$ cat config.mk
export PLATFORM = sky130hd
export DESIGN_NAME = sakebi_frame_writer
export DESIGN_NICKNAME = d
export VERILOG_FILES = /design/src/rtl/sakebi_frame_writer.sv
export SDC_FILE = /design/constraint.sdc
export NUM_CORES = 1
export LEC_CHECK = 0
export BUFFER_PORTS_ARGS = -buffer_cell sky130_fd_sc_hd__buf_2
export CORE_AREA = 10 10 140 142
export CTS_CLUSTER_SIZE = 30
export DETAILED_ROUTE_END_ITERATION = 7
export DIE_AREA = 0 0 150 152
export PLACE_DENSITY = 0.5
export SYNTH_ARGS = -nofsm -noshare
export SYNTH_HDL_FRONTEND = slang
export SYNTH_SLANG_ARGS = --single-unit
$ cat constraint.sdc
create_clock -name i_wr_clk -period 3.2 [get_ports i_wr_clk]
set_input_delay 0.32 -clock i_wr_clk [delete_from_list [all_inputs] [get_ports i_wr_clk]]
set_output_delay 0.32 -clock i_wr_clk [all_outputs]
set_load 0.1 [all_outputs]
$ cat src/rtl/sakebi_frame_writer.sv
// -----------------------------------------------------------------------------
// sakebi_frame_writer
//
// Collects an upstream byte stream into a local frame buffer, then writes the
// frame into an asynchronous FIFO write port as:
//   header  : payload length L (1..MAX_LEN)
//   payload : the L collected words, in arrival order
//   trailer : XOR of the L payload words (only with SAKEBI_FRAME_WRITER_CHECKSUM_EN)
// A frame closes on i_s_last, or is force-split once MAX_LEN beats have been
// collected (o_overflow pulses on that beat). The remaining beats of the
// stream then start a new frame.
//
// Optional feature macro: SAKEBI_FRAME_WRITER_CHECKSUM_EN (trailer word).
//
// Parameters
//   DATA_WIDTH : width of stream beats and FIFO words
//   MAX_LEN    : maximum payload beats per frame (2 .. 2**DATA_WIDTH-1)
//
// Ports
//   i_wr_clk     : write-domain clock, rising edge
//   i_wr_rstn    : asynchronous active-low reset
//   i_s_valid    : upstream beat valid
//   i_s_data     : upstream beat data
//   i_s_last     : final beat of a frame
//   o_s_ready    : a beat can be accepted this cycle (only while collecting)
//   o_wr_en      : FIFO write strobe (combinational with i_wr_ready)
//   o_wr_data    : FIFO write word, held stable while stalled
//   i_wr_ready   : FIFO not full
//   o_frame_done : pulse on the final FIFO write of a frame
//   o_overflow   : pulse on the beat that force-splits a frame at MAX_LEN
// -----------------------------------------------------------------------------
module sakebi_frame_writer #(
  parameter int DATA_WIDTH = 8,
  parameter int MAX_LEN    = 16
) (
  input  logic                  i_wr_clk,
  input  logic                  i_wr_rstn,
  input  logic                  i_s_valid,
  input  logic [DATA_WIDTH-1:0] i_s_data,
  input  logic                  i_s_last,
  output logic                  o_s_ready,
  output logic                  o_wr_en,
  output logic [DATA_WIDTH-1:0] o_wr_data,
  input  logic                  i_wr_ready,
  output logic                  o_frame_done,
  output logic                  o_overflow
);

  localparam int CW = $clog2(MAX_LEN + 1);
  localparam int IW = $clog2(MAX_LEN);
  localparam logic [CW-1:0] LAST_SLOT = CW'(MAX_LEN - 1);

`ifdef SAKEBI_FRAME_WRITER_CHECKSUM_EN
  typedef enum logic [1:0] {COLLECT, HEADER, PAYLOAD, TRAILER} state_t;
`else
  typedef enum logic [1:0] {COLLECT, HEADER, PAYLOAD} state_t;
`endif

  state_t state, state_nxt;

  // cnt doubles as the stored length L once the frame is closed.
  logic [CW-1:0]         cnt;
  logic [CW-1:0]         idx;
  logic [DATA_WIDTH-1:0] wr_data_p0;
  logic [DATA_WIDTH-1:0] buffer [0:MAX_LEN-1];
`ifdef SAKEBI_FRAME_WRITER_CHECKSUM_EN
  logic [DATA_WIDTH-1:0] chk_p0;
`endif

  logic accept_beat;
  logic close_beat;
  logic pay_last;

  // Zero-extend a beat count into a FIFO word (CW never exceeds DATA_WIDTH).
  function automatic logic [DATA_WIDTH-1:0] len_word(input logic [CW-1:0] n);
    return DATA_WIDTH'(n);
  endfunction

  assign accept_beat = (state == COLLECT) && i_s_valid;
  assign close_beat  = accept_beat && (i_s_last || (cnt == LAST_SLOT));
  assign pay_last    = (idx == (cnt - CW'(1)));
  assign o_wr_data   = wr_data_p0;

  // State register
  always_ff @(posedge i_wr_clk or negedge i_wr_rstn) begin
    if (!i_wr_rstn) begin
      state <= COLLECT;
    end else begin
      state <= state_nxt;
    end
  end

  // Next state and handshake outputs
  always_comb begin
    state_nxt    = state;
    o_s_ready    = 1'b0;
    o_wr_en      = 1'b0;
    o_frame_done = 1'b0;
    o_overflow   = 1'b0;
    case (state)
      COLLECT: begin
        o_s_ready = 1'b1;
        if (close_beat) begin
          state_nxt  = HEADER;
          o_overflow = !i_s_last;
        end
      end
      HEADER: begin
        o_wr_en = i_wr_ready;
        if (i_wr_ready) begin
          state_nxt = PAYLOAD;
        end
      end
      PAYLOAD: begin
        o_wr_en = i_wr_ready;
        if (i_wr_ready && pay_last) begin
`ifdef SAKEBI_FRAME_WRITER_CHECKSUM_EN
          state_nxt = TRAILER;
`else
          state_nxt    = COLLECT;
          o_frame_done = 1'b1;
`endif
        end
      end
`ifdef SAKEBI_FRAME_WRITER_CHECKSUM_EN
      TRAILER: begin
        o_wr_en = i_wr_ready;
        if (i_wr_ready) begin
          state_nxt    = COLLECT;
          o_frame_done = 1'b1;
        end
      end
`endif
      default: begin
        state_nxt = COLLECT;
      end
    endcase
  end

  // Frame buffer: never reset; a frame is only emitted after being re-collected.
  always_ff @(posedge i_wr_clk) begin
    if (accept_beat) begin
      buffer[cnt[IW-1:0]] <= i_s_data;
    end
  end

  // Counters and output word register. wr_data_p0 always holds the word that
  // the current state presents, so a stall simply leaves it untouched.
  always_ff @(posedge i_wr_clk or negedge i_wr_rstn) begin
    if (!i_wr_rstn) begin
      cnt        <= '0;
      idx        <= '0;
      wr_data_p0 <= '0;
`ifdef SAKEBI_FRAME_WRITER_CHECKSUM_EN
      chk_p0     <= '0;
`endif
    end else begin
      case (state)
        COLLECT: begin
          if (accept_beat) begin
            cnt <= cnt + CW'(1);
`ifdef SAKEBI_FRAME_WRITER_CHECKSUM_EN
            chk_p0 <= chk_p0 ^ i_s_data;
`endif
          end
          if (close_beat) begin
            wr_data_p0 <= len_word(cnt + CW'(1));
          end
        end
        HEADER: begin
          if (i_wr_ready) begin
            idx        <= '0;
            wr_data_p0 <= buffer[0];
          end
        end
        PAYLOAD: begin
          if (i_wr_ready) begin
            if (pay_last) begin
`ifdef SAKEBI_FRAME_WRITER_CHECKSUM_EN
              wr_data_p0 <= chk_p0;
`else
              wr_data_p0 <= '0;
              cnt        <= '0;
              idx        <= '0;
`endif
            end else begin
              idx        <= idx + CW'(1);
              wr_data_p0 <= buffer[IW'(idx + CW'(1))];
            end
          end
        end
`ifdef SAKEBI_FRAME_WRITER_CHECKSUM_EN
        TRAILER: begin
          if (i_wr_ready) begin
            wr_data_p0 <= '0;
            cnt        <= '0;
            idx        <= '0;
            chk_p0     <= '0;
          end
        end
`endif
        default: begin
          cnt <= '0;
          idx <= '0;
        end
      endcase
    end
  end

endmodule

[Yosys cells after proc, flatten, opt, wreduce, memory -nomap -nowiden]
Memories as Yosys holds them, arrays and structs flattened.
Index checks and enable logic that the tools add are counted.
Storage, ports and cells
  input bits: 13
  output and inout port bits: 12
  memories: 1
  bits in writable memories: 128
  register bits after elaboration: 20
Operators by class
  add/subtract/negate cells: 3
  multiplexer cells: 25
  bitwise logic cells: 2
  reduce and logical (&&, ||, !) cells: 12
  equality and inequality tests: 10
Memories
  buffer: depth 16, bits a word 8, read ports 2, clocked after memory_dff 0, write ports 1, RTL line 65  | logic [DATA_WIDTH-1:0] buffer [0:MAX_LEN-1];
Operators with widths (number)
  2-to-1 mux 8 bit: 4
  2-to-1 mux 5 bit: 6
  case mux 5 bit (3 select lines): 2
  case mux 8 bit (3 select lines): 1
  != test 2 bit, second input constant: 6
  adder 5 x 1 -> 5 bit, second input constant: 2
  2-to-1 mux 1 bit: 8
  AND reduction 4 bit: 2
  2-to-1 mux 2 bit: 3
  case mux 2 bit (3 select lines): 1
  AND reduction 3 bit: 2
  equality test 5 x 4 -> 1 bit, second input constant: 1
  equality test 5 bit: 1
  subtractor 5 x 1 -> 5 bit, second input constant: 1
  logical AND 1 bit: 3
  nonzero test 3 bit: 1
  equality test 2 x 1 -> 1 bit, second input constant: 1
  equality test 2 bit, second input constant: 1
  zero test 2 bit: 1
  NOT 1 bit: 2
  OR reduction 2 bit: 1
  zero test 1 bit: 1
  logical OR 1 bit: 1

[Longest topological paths before layout]
Gate-level depths: netlist (run 1).
  depth in word-level cells: 5
  depth in mapped cells: 10
  depth with buffers taken out: 8

[Least setup slack after synthesis (run 1)]
No wires, ideal clock.
  kind: flip-flop to output port
  start point: register state[0]
  end point: output o_overflow
  stages on the path, launching flop included: 6
  path slack: -1100 ps
  data arrival time: 3980 ps
  cells stage by stage: dfrtp_1 -> inv_1 -> ha_1 -> clkbuf_1 -> nand2_1 -> nor3b_1
On the way
  word-level cells in the longest chain between the ends: 5
RTL lines
  from (decl): RTL line 59  | state_t state, state_nxt;
  from (signal assigned): RTL line 89  | state <= state_nxt;
  zero test 2 bit (*): RTL line 79, 100
  logical AND 1 bit: RTL line 79  | assign accept_beat = (state == COLLECT) && i_s_valid;
  logical AND 1 bit: RTL line 80  | assign close_beat = accept_beat && (i_s_last || (cnt == LAST_SLOT));
  2-to-1 mux 1 bit: RTL line 103  | if (close_beat) begin
  2-to-1 mux 1 bit (*): RTL line 100  | case (state)
  to (decl): RTL line 46  | output logic o_overflow
Mark *: on every way between the ends. The rest lies on a longest branch, timed or not.

[Worst setup path after layout (run 1)]
  start point: register cnt[0]
  end point: output o_frame_done
On the way
  word-level cells in the longest chain between the ends: 5
RTL lines
  from (decl): RTL line 62  | logic [CW-1:0] cnt;
  from (signal assigned): RTL line 161  | cnt <= cnt + CW'(1);
  subtractor 5 x 1 -> 5 bit: RTL line 81  | assign pay_last = (idx == (cnt - CW'(1)));
  equality test 5 bit: RTL line 81
  logical AND 1 bit: RTL line 116  | if (i_wr_ready && pay_last) begin
  2-to-1 mux 1 bit: RTL line 116
  2-to-1 mux 1 bit: RTL line 100
  to (decl): RTL line 45  | output logic o_frame_done,
Every way passes these cells.

==> impl_metrics.yaml, run 1 <==
placed_design:
  dp_hpwl_um: 9480
  place_area_um2: 6920
  place_congestion: 0.794
  placed_cells: 633
  io_buffers: 24
timing:
  slew_headroom_pct: 58.8
  finalCriticalPeriod_ns: 2.90
  rsz0062_at_grt: "no"
  worst_slew_pin_slew_ns: 0.617
  finClkSkew_ns: 0.00749
  timing.final.crit_share_pct: 90.6
  timing.final.hold_violations: 0
  fmaxAchievable_mhz: 345
  setup_tns_ns: 0
  drv_slew: 0
  setup_viol: 0
  hold_slack_ns: 0.283
critical_path:
  cp.arrival_ns: 2.58
  cp-start-kind: "flip-flop"
  cp-end-kind: "output pin"
  cp.required_ns: 2.88
  critPathKind: "reg -> out"
  crit_fanout: 8
power:
  total_power_uw: 6490
  p_leak_uw: 0.00264
  ir_drop_mv: 0.622
  p_per_area_nw_per_um2: 861
clocking:
  cts_root_buffer: "clkbuf_16"
  h-tree-depth: 4
  clk_pin_slew_ns: 0.06
  cts-buffers-inserted: 17
  clock_latency_ns: 0.42
  postCtsSetupRepairBufs: 0
  cts_tree: "built"
  clockBufferDepth: 2
  cts_sinks: 148
  ctsHoldBuffers: 1
  ctsResizeCount: 0
yosys:
  synth_seq_area_share_pct: 67.4
  yosysTopAreaCell: "edfxtp_1"
  yosysUniqueCellTypes: 46
  ys_ff_latch: 148
  synth_nets: 405
  syn_area_um2: 6440
  syn_inst: 380
  yosysWarnings: 0
  ys_top_cells_by_area: "edfxtp_1 60%, mux4_2 8.4%, dfrtp_1 7.8%"
  async_reset_ff_share_pct: 13.5
  synth_edf_count: 128
  ys.flop_type: "edfxtp_1"
  syn_area_per_cell_um2: 17.0
  synth_top_area_share_pct: 59.7
drt:
  wirelength_um: 13900
  drt-initial-drc-count: 156
  ant_nets: 0
  vias: 3457
  first_pass_iters: 4
  wl_per_cell_um: 20.9
  post_drt_via_cell_ratio: 5.19
  drc: 0
floorplanning:
  dieArea_um2: 22800
  fp.dieH_um: 152
  pin_count: 25
  start_util_pct: 38.0
  row_count: 48
  chipWidth_um: 150
  coreArea_um2: 16900
grt:
  grt_max_degree: 25
  grt_pass1_vias: 3592
  antenna_found_initial: 0
  grt-ovfl-total: 0
  grt_use_total_pct: 12.7
  grt_pass1_wl_um: 21600
flow_run:
  cap_viol_max_count: 0
final_layout:
  nets: 453
  diodes: 0
  drive_above_1_share_pct: 25.9
  area_delta_synth_final_pct: 16.9
  stdcell_area_um2: 7530
  layoutNonFillerInstCount: 666
status:
  status: "completed"
worst_hold_path:
  holdCritPathClass: "in -> reg"
-- layer usage --
| metal | global-route usage [%] | vias to the layer above | wire length (um) |
|---|---|---|---|
| li1 | - | 1587 | - |
| met1 | 16.4 | 1790 | 6380 |
| met2 | 20.4 | 64 | 6820 |
| met3 | 3.12 | 16 | 515 |
| met4 | 4.17 | 0 | 227 |
| met5 | 0 | - | 0 |
-- path summary, 6_finish.rpt --
kind                       depth (start not counted)                startpoint  slack (ns)                        to
setup / recovery                                   7        cnt[0]$_DFFE_PN0P_        0.30              o_frame_done
hold / removal                                     1               i_s_data[3]        0.28   buffer[15][3]$_DFFE_PP_
setup reg to reg                                   7        cnt[0]$_DFFE_PN0P_        0.74      state[1]$_DFFE_PN0P_
hold reg to reg                                    2  o_wr_data[0]$_DFFE_PN0P_        0.51  o_wr_data[0]$_DFFE_PN0P_
max in group asynchronous                          2                 i_wr_rstn        2.45        idx[0]$_DFFE_PN0P_
min in group asynchronous                          2                 i_wr_rstn        0.39        idx[4]$_DFFE_PN0P_
-- through the flow --
stage / setup slack, ns / util, %
finish: 0.299 / 44.5
CTS: 0.264 / 44.5
detailed placement: 0.717 / 40.8
global route: 0.0706 / 44.5
floorplan: -0.110 / -
global placement: 0.752 / 40.8
-- report_power, final --
| part | switching [uW] | leakage, uW | internal, uW |
|---|---|---|---|
| Combinational | 1370 | 0.000927 | 806 |
| Sequential | 80.2 | 0.00142 | 2220 |
| Clock | 781 | 0.000291 | 1230 |
| Total | 2230 | 0.00264 | 4260 |
-- kinds of logic (layout without fill, tap and decap cells) --
group	count (synthesis)	in the layout	share of synthesized area (%)
fa+ha+maj	12	12	2.33
mux	52	52	15.3
compound gates	51	51	5.44
flops	148	148	67.4
xor+xnor	10	10	1.59
simple gates	75	75	5.34
buf+inv	32	93	2.54
-- placed cells by master (no fill, tap or decap), types with 8 or more instances in the layout --
master and count:
buf_4 24, dfrtp_1 19, edfxtp_1 128, ha_1 12, nor2_1 24, inv_1 12
a21oi_1 8, o21ai_0 16, nand2_1 23, mux4_2 24, mux4_1 10, clkbuf_16 17
mux2i_1 14, buf_2 24
-- flip-flops by register name, indices dropped and copies added, names as in the netlist --
| name | cells |
|---|---|
| idx | 5 |
| state | 2 |
| cnt | 5 |
| o_wr_data | 8 |
| buffer | 128 |
-- Yosys cell counts (2+ instances only) --
library cell	n
a21oi_1	8
a22o_1	3
a22oi_1	3
a31oi_1	6
a32o_1	2
and2_1	2
and3_1	4
buf_2	10
buf_6	2
clkbuf_1	7
dfrtp_1	20
edfxtp_1	128
ha_1	12
inv_1	12
mux2_2	3
mux2i_1	14
mux4_1	10
mux4_2	24
nand2_1	23
nand2b_1	4
nand3_1	5
nand4_1	2
nor2_1	24
nor3_1	7
o21ai_0	16
o21bai_1	2
xnor2_1	3
xor2_1	5
xor2_2	2
-- worst max-delay path, stage by stage (launching register included) --
cell and delay (ns):
dfrtp_1 0.47, inv_1 0.14, ha_1 0.35, xnor2_1 0.14, a211oi_2 0.24, o211ai_1 0.22, nor3_2 0.14, buf_2 0.45
-- cell type report --
class | count | area (um2)
clock inverters | 15 | 181
inverters | 12 | 45.0
flip-flops and latches | 148 | 4350
clock buffers | 17 | 425
multi-input cells | 200 | 1950
well taps | 225 | 282
fillers | 1476 | 9400
repair buffers | 49 | 310
(Power assumes the default switching activity.)
==> inputs of run 2 (changes only) <==
PLACE_DENSITY = 0.52   (was 0.5)
clock period = 2.6 ns   (was 3.2 ns; I/O delays follow)
==> run 2 against run 1 <==
  * Clock-buffer cell count is the same
  * Power grew 26%
  * First-iteration DRC count grew 26%
  * Sequential power grew 23%
  * Largest cell class unchanged
  * Utilization grew 0.84 points
  * Largest power group unchanged
  * Global-route usage grew 0.57 points
==> impl_metrics.yaml, run 2 (synthesis gave the netlist of run 1 again) <==
status:
  status: "completed"
critical_path:
  path_cells: "inv_2 -> ha_4 -> nand4bb_1 -> a211oi_2 -> o211ai_1 -> buf_4 -> nor3_4 -> buf_12"
  critPathKind: "reg -> out"
  cp.arrival_ns: 2.18
  crit_fanout: 4
  cp-end-kind: "output pin"
  slowest_delay_ns: 0.41
  critPathSlowestCell: "dfrtp_2"
  cp.required_ns: 2.34
  cp-start-kind: "flip-flop"
grt:
  grt_pass1_vias: 3696
  grt-ovfl-total: 0
  grt_max_degree: 26
  antenna_found_initial: 0
  grt_use_total_pct: 13.3
  grt_pass1_wl_um: 22600
clocking:
  cts_root_buffer: "clkbuf_16"
  cts-buffers-inserted: 17
  cts_sinks: 148
  cts_tree: "built"
  clockBufferDepth: 2
  clock_latency_ns: 0.42
  clk_pin_slew_ns: 0.06
  h-tree-depth: 4
power:
  p_per_area_nw_per_um2: 1060
  p_int_uw: 5350
  p_leak_uw: 0.00270
  ir_drop_mv: 0.832
  p_switching_uw: 2810
  p_seq_share_pct: 34.6
  clkPwrFrac_pct: 30.7
  p_sw_share_pct: 34.5
  share_comb_of_total_power_pct: 34.6
final_layout:
  area_delta_synth_final_pct: 19.1
  layoutNonFillerInstCount: 673
  layout_common_cells: "128 x edfxtp_1, 28 x buf_4, 24 x mux4_2"
  diodes: 0
  layout_commonest_cell: "edfxtp_1"
  largest_reg_flops: 128
  layout.core_utilization_pct: 45.3
  drive_above_1_share_pct: 28.8
  nets: 460
  fill_cells: 1507
placed_design:
  placed_cells: 635
  io_buffers: 24
  place_congestion: 0.800
  dp_hpwl_um: 9610
floorplanning:
  chipWidth_um: 150
  pin_count: 25
  dieArea_um2: 22800
  row_count: 48
  start_util_pct: 38.0
  fp.dieH_um: 152
  coreArea_um2: 16900
drt:
  vias: 3531
  drc: 0
  drt-initial-drc-count: 196
  post_drt_via_cell_ratio: 5.25
  wl_per_cell_um: 21.3
  wirelength_um: 14300
  first_pass_iters: 4
  ant_nets: 0
worst_hold_path:
  holdCritPathClass: "in -> reg"
flow_run:
  cap_viol_max_count: 0
timing:
  worst_slew_pin_slew_ns: 0.505
  drv_slew: 0
  timing.final.crit_share_pct: 93.9
  slew_headroom_pct: 66.3
  timing.final.hold_violations: 0
  fmaxAchievable_mhz: 410
  finClkSkew_ns: 0.0134
  finalCriticalPeriod_ns: 2.44
  rsz0062_at_grt: "no"
  setup_viol: 0
==> run 2: path summary, 6_finish.rpt <==
kind	from	to	slack (ns)	cells past startpoint
max	cnt[0]$_DFFE_PN0P_	o_frame_done	0.16	8
min	i_s_data[3]	buffer[11][3]$_DFFE_PP_	0.22	1
max reg2reg	cnt[0]$_DFFE_PN0P_	o_wr_data[5]$_DFFE_PN0P_	0.23	9
min reg2reg	o_wr_data[3]$_DFFE_PN0P_	o_wr_data[3]$_DFFE_PN0P_	0.48	2
max in group asynchronous	i_wr_rstn	cnt[1]$_DFFE_PN0P_	1.88	2
min in group asynchronous	i_wr_rstn	state[0]$_DFFE_PN0P_	0.34	2
==> run 2: timing repair <==
item                                    in CTS  in global routing
endpoints found under the hold margin       20                  0
pin swaps                                    0                  2
hold buffers                                 1                  0
resized for setup                            2                  2
setup buffers                                3                  2
endpoints found under the setup margin       1                  1
==> run 2: power by group through the flow <==
stage / registers, uW / clock network (uW) / logic, uW
floorplan: 3160 / 0 / 1830
CTS: 2830 / 2570 / 2840
detailed placement: 2880 / 0 / 2800
global route: 2840 / 2670 / 3040
finish: 2830 / 2510 / 2820
global placement: 2880 / 0 / 2790
==> run 2: per-stage QoR <==
| stage | total power [uW] | area [um2] | hold WS (ns) | setup TNS [ns] | setup WS (ns) |
|---|---|---|---|---|---|
| finish | 8160 | 7680 | 0.215 | 0 | 0.159 |
| global route | 8560 | 7680 | 0.220 | 0 | 0.00851 |
| global placement | 5670 | 7030 | 0.259 | 0 | 0.328 |
| CTS | 8230 | 7660 | 0.209 | 0 | 0.0379 |
| floorplan | 5000 | 6500 | -0.0356 | -0.770 | -0.0477 |
| detailed placement | 5680 | 7030 | 0.261 | 0 | 0.313 |
==> run 2: critical path: cells and delay by family (launching register included) <==
family / cells / cell delay [ns]
flops: 1 / 0.41
simple gates: 2 / 0.28
compound gates: 2 / 0.42
buf+inv: 3 / 0.47
fa+ha+maj: 1 / 0.16
==> run 2: area by class of cell <==
class	instances	area, um2	share of cell area [%]
Tap cell	225	282	3.67
Sequential cell	148	4350	56.6
Multi-Input combinational cell	200	1990	25.9
Clock buffer	17	425	5.54
Timing Repair Buffer	56	415	5.41
Inverter	12	45.0	0.587
Clock inverter	15	176	2.30
==> run 2: per-layer routing <==
| metal | vias to the layer above | GRT usage [%] | wire [um] |
|---|---|---|---|
| met4 | 0 | 4.31 | 181 |
| li1 | 1610 | - | - |
| met2 | 75 | 20.4 | 6930 |
| met3 | 16 | 3.30 | 638 |
| met1 | 1830 | 18.0 | 6590 |
| met5 | - | 0 | 0 |
==> inputs of run 3 (changes only) <==
--- a/constraint.sdc
+++ b/constraint.sdc
@@ -3,2 +3,2 @@
 set_output_delay 0.26 -clock i_wr_clk [all_outputs]
-set_load 0.1 [all_outputs]
+set_load 0.02 [all_outputs]
==> run 3 against run 2 <==
  * Clock power about the same
  * Via count decreased by 1.4%
  * Critical path type unchanged
  * Worst setup slack improved by 0.0014 ns
  * Maximum frequency about the same
  * Sequential power about the same
  * Global-route usage decreased by 0.28 points
  * Highest routed layer unchanged
==> impl_metrics.yaml, run 3 (synthesis gave the netlist of run 1 again) <==
drt:
  wl_per_cell_um: 21.2
  highest_layer: "met4"
  wirelength_um: 14300
  drt-initial-drc-count: 212
  wl_met2_um: 6940
  post_drt_via_cell_ratio: 5.16
  first_pass_iters: 4
  ant_nets: 0
  vias: 3481
  wl_met3_um: 613
  drc: 0
  wl_met1_um: 6470
critical_path:
  critPathKind: "reg -> out"
  critPathSlowestCell: "dfrtp_2"
  timing.rr.end: "o_wr_data[7]$_DFFE_PN0P_"
  cp-start-kind: "flip-flop"
  cpMostUsedCell: "buf_4"
  cp.required_ns: 2.34
  cp.arrival_ns: 2.18
  r2r.worst_path.cells: 9
  reg2reg_from: "cnt[0]$_DFFE_PN0P_"
  r2r_slack_ns: 0.26
  crit_fanout: 6
  cp-end-kind: "output pin"
  slowest_delay_ns: 0.45
  path_cells: "inv_2 -> ha_2 -> xnor2_1 -> a211oi_2 -> o211ai_1 -> buf_4 -> nor3_2 -> buf_4"
timing:
  finClkSkew_ns: 0.00978
  setup_tns_ns: 0
  setup_viol: 0
  slew_headroom_pct: 60.6
  drv_slew: 0
  rsz0062_at_grt: "no"
  timing.final.hold_violations: 0
  layout_setup_ws_ns: 0.161
  fmaxAchievable_mhz: 410
  timing.final.crit_share_pct: 93.8
  hold_slack_ns: 0.224
  worst_slew_pin_slew_ns: 0.592
  finalCriticalPeriod_ns: 2.44
final_layout:
  drive_above_1_share_pct: 28.3
  nets: 462
  diodes: 0
  largest_reg_flops: 128
  layout.core_utilization_pct: 45.1
  layout_common_cells: "128 x edfxtp_1, 32 x buf_4, 24 x nor2_1, 24 x mux4_2"
  layout_commonest_cell: "edfxtp_1"
  area_delta_synth_final_pct: 18.5
grt:
  antenna_found_initial: 0
  grt_pass1_wl_um: 22200
  grt_pass1_vias: 3749
  grt-ovfl-total: 0
  grt_use_total_pct: 13.0
  grt_max_degree: 29
clocking:
  clk_pin_slew_ns: 0.06
  cts_root_buffer: "clkbuf_16"
  cts_sinks: 148
  clock_latency_ns: 0.42
  clockBufferDepth: 2
  cts_tree: "built"
  h-tree-depth: 4
  cts-buffers-inserted: 17
placed_design:
  dp_hpwl_um: 9730
  io_buffers: 24
  pre_cts_ws_ns: 0.170
  place_congestion: 0.790
status:
  status: "completed"
worst_hold_path:
  min_to: "buffer[7][4]$_DFFE_PP_"
  hold_depth: 1
  min_from: "i_s_data[4]"
  holdCritPathClass: "in -> reg"
floorplanning:
  start_util_pct: 38.0
  dieArea_um2: 22800
  coreArea_um2: 16900
  fp.dieH_um: 152
  row_count: 48
  pin_count: 25
  chipWidth_um: 150
flow_run:
  cap_viol_max_count: 0
power:
  ir_drop_mv: 0.562
  p_leak_uw: 0.00269
  p_per_area_nw_per_um2: 1020
## run 3: cell count changes in the layout (fill, tap and decap cells not counted), sizes merged
cell and change:
clkinv +1, inv -3, clkinvlp -1, buf +2, clkbuf +1, bufinv +1
## run 3: where the power goes
part | internal [uW] | switching, uW
Sequential | 2730 | 107
Clock | 1600 | 931
Combinational | 1060 | 1350
## run 3: area by class of cell
class | instances | area [um2]
clock buffers | 18 | 429
clock inverters | 13 | 181
fillers | 1514 | 9300
inverters | 12 | 45.0
multi-input cells | 200 | 1950
flip-flops and latches | 148 | 4350
well taps | 225 | 282
repair buffers | 58 | 405
## run 3: what timing repair did
item	CTS	global route
hold buffers	1	0
setup buffers	2	0
endpoints found under the setup margin	1	7
hold endpoints to repair	20	0
gates resized for setup	2	8
pin swaps	2	1
## run 3: routing by layer
layer	vias up	global-route usage, %
met1	1786	16.9
li1	1613	-
met4	0	4.31
met5	-	0
met3	16	3.53
met2	66	20.5
## run 3: per-stage QoR
step | area (um2) | cells | power [uW]
after CTS | 7620 | 674 | 7850
after floorplan | 6440 | 380 | 4590
after detailed placement | 6990 | 640 | 5300
after global placement | 6990 | 640 | 5270
after global routing | 7640 | 674 | 8200
final | 7640 | 674 | 7780
## run 3: worst max path at each step
stage / start / end / depth (start not counted)
global placement: cnt[0]$_DFFE_PN0P_ / o_wr_data[7]$_DFFE_PN0P_ / 8
global route: cnt[2]$_DFFE_PN0P_ / o_frame_done / 6
finish: cnt[1]$_DFFE_PN0P_ / o_frame_done / 8
floorplan: state[0]$_DFFE_PN0P_ / buffer[3][0]$_DFFE_PP_ / 6
CTS: cnt[1]$_DFFE_PN0P_ / o_frame_done / 8
detailed placement: cnt[0]$_DFFE_PN0P_ / state[1]$_DFFE_PN0P_ / 7
## run 3: worst max-delay path, delay by kind of cell (launching register included)
| family | cells | cell delay (ns) |
|---|---|---|
| AO/OA/AOI/OAI | 2 | 0.35 |
| XOR/XNOR | 1 | 0.14 |
| adder cells (fa/ha/maj) | 1 | 0.29 |
| buffers and inverters | 3 | 0.43 |
| flip-flops | 1 | 0.45 |
| AND/OR/NAND/NOR | 1 | 0.11 |
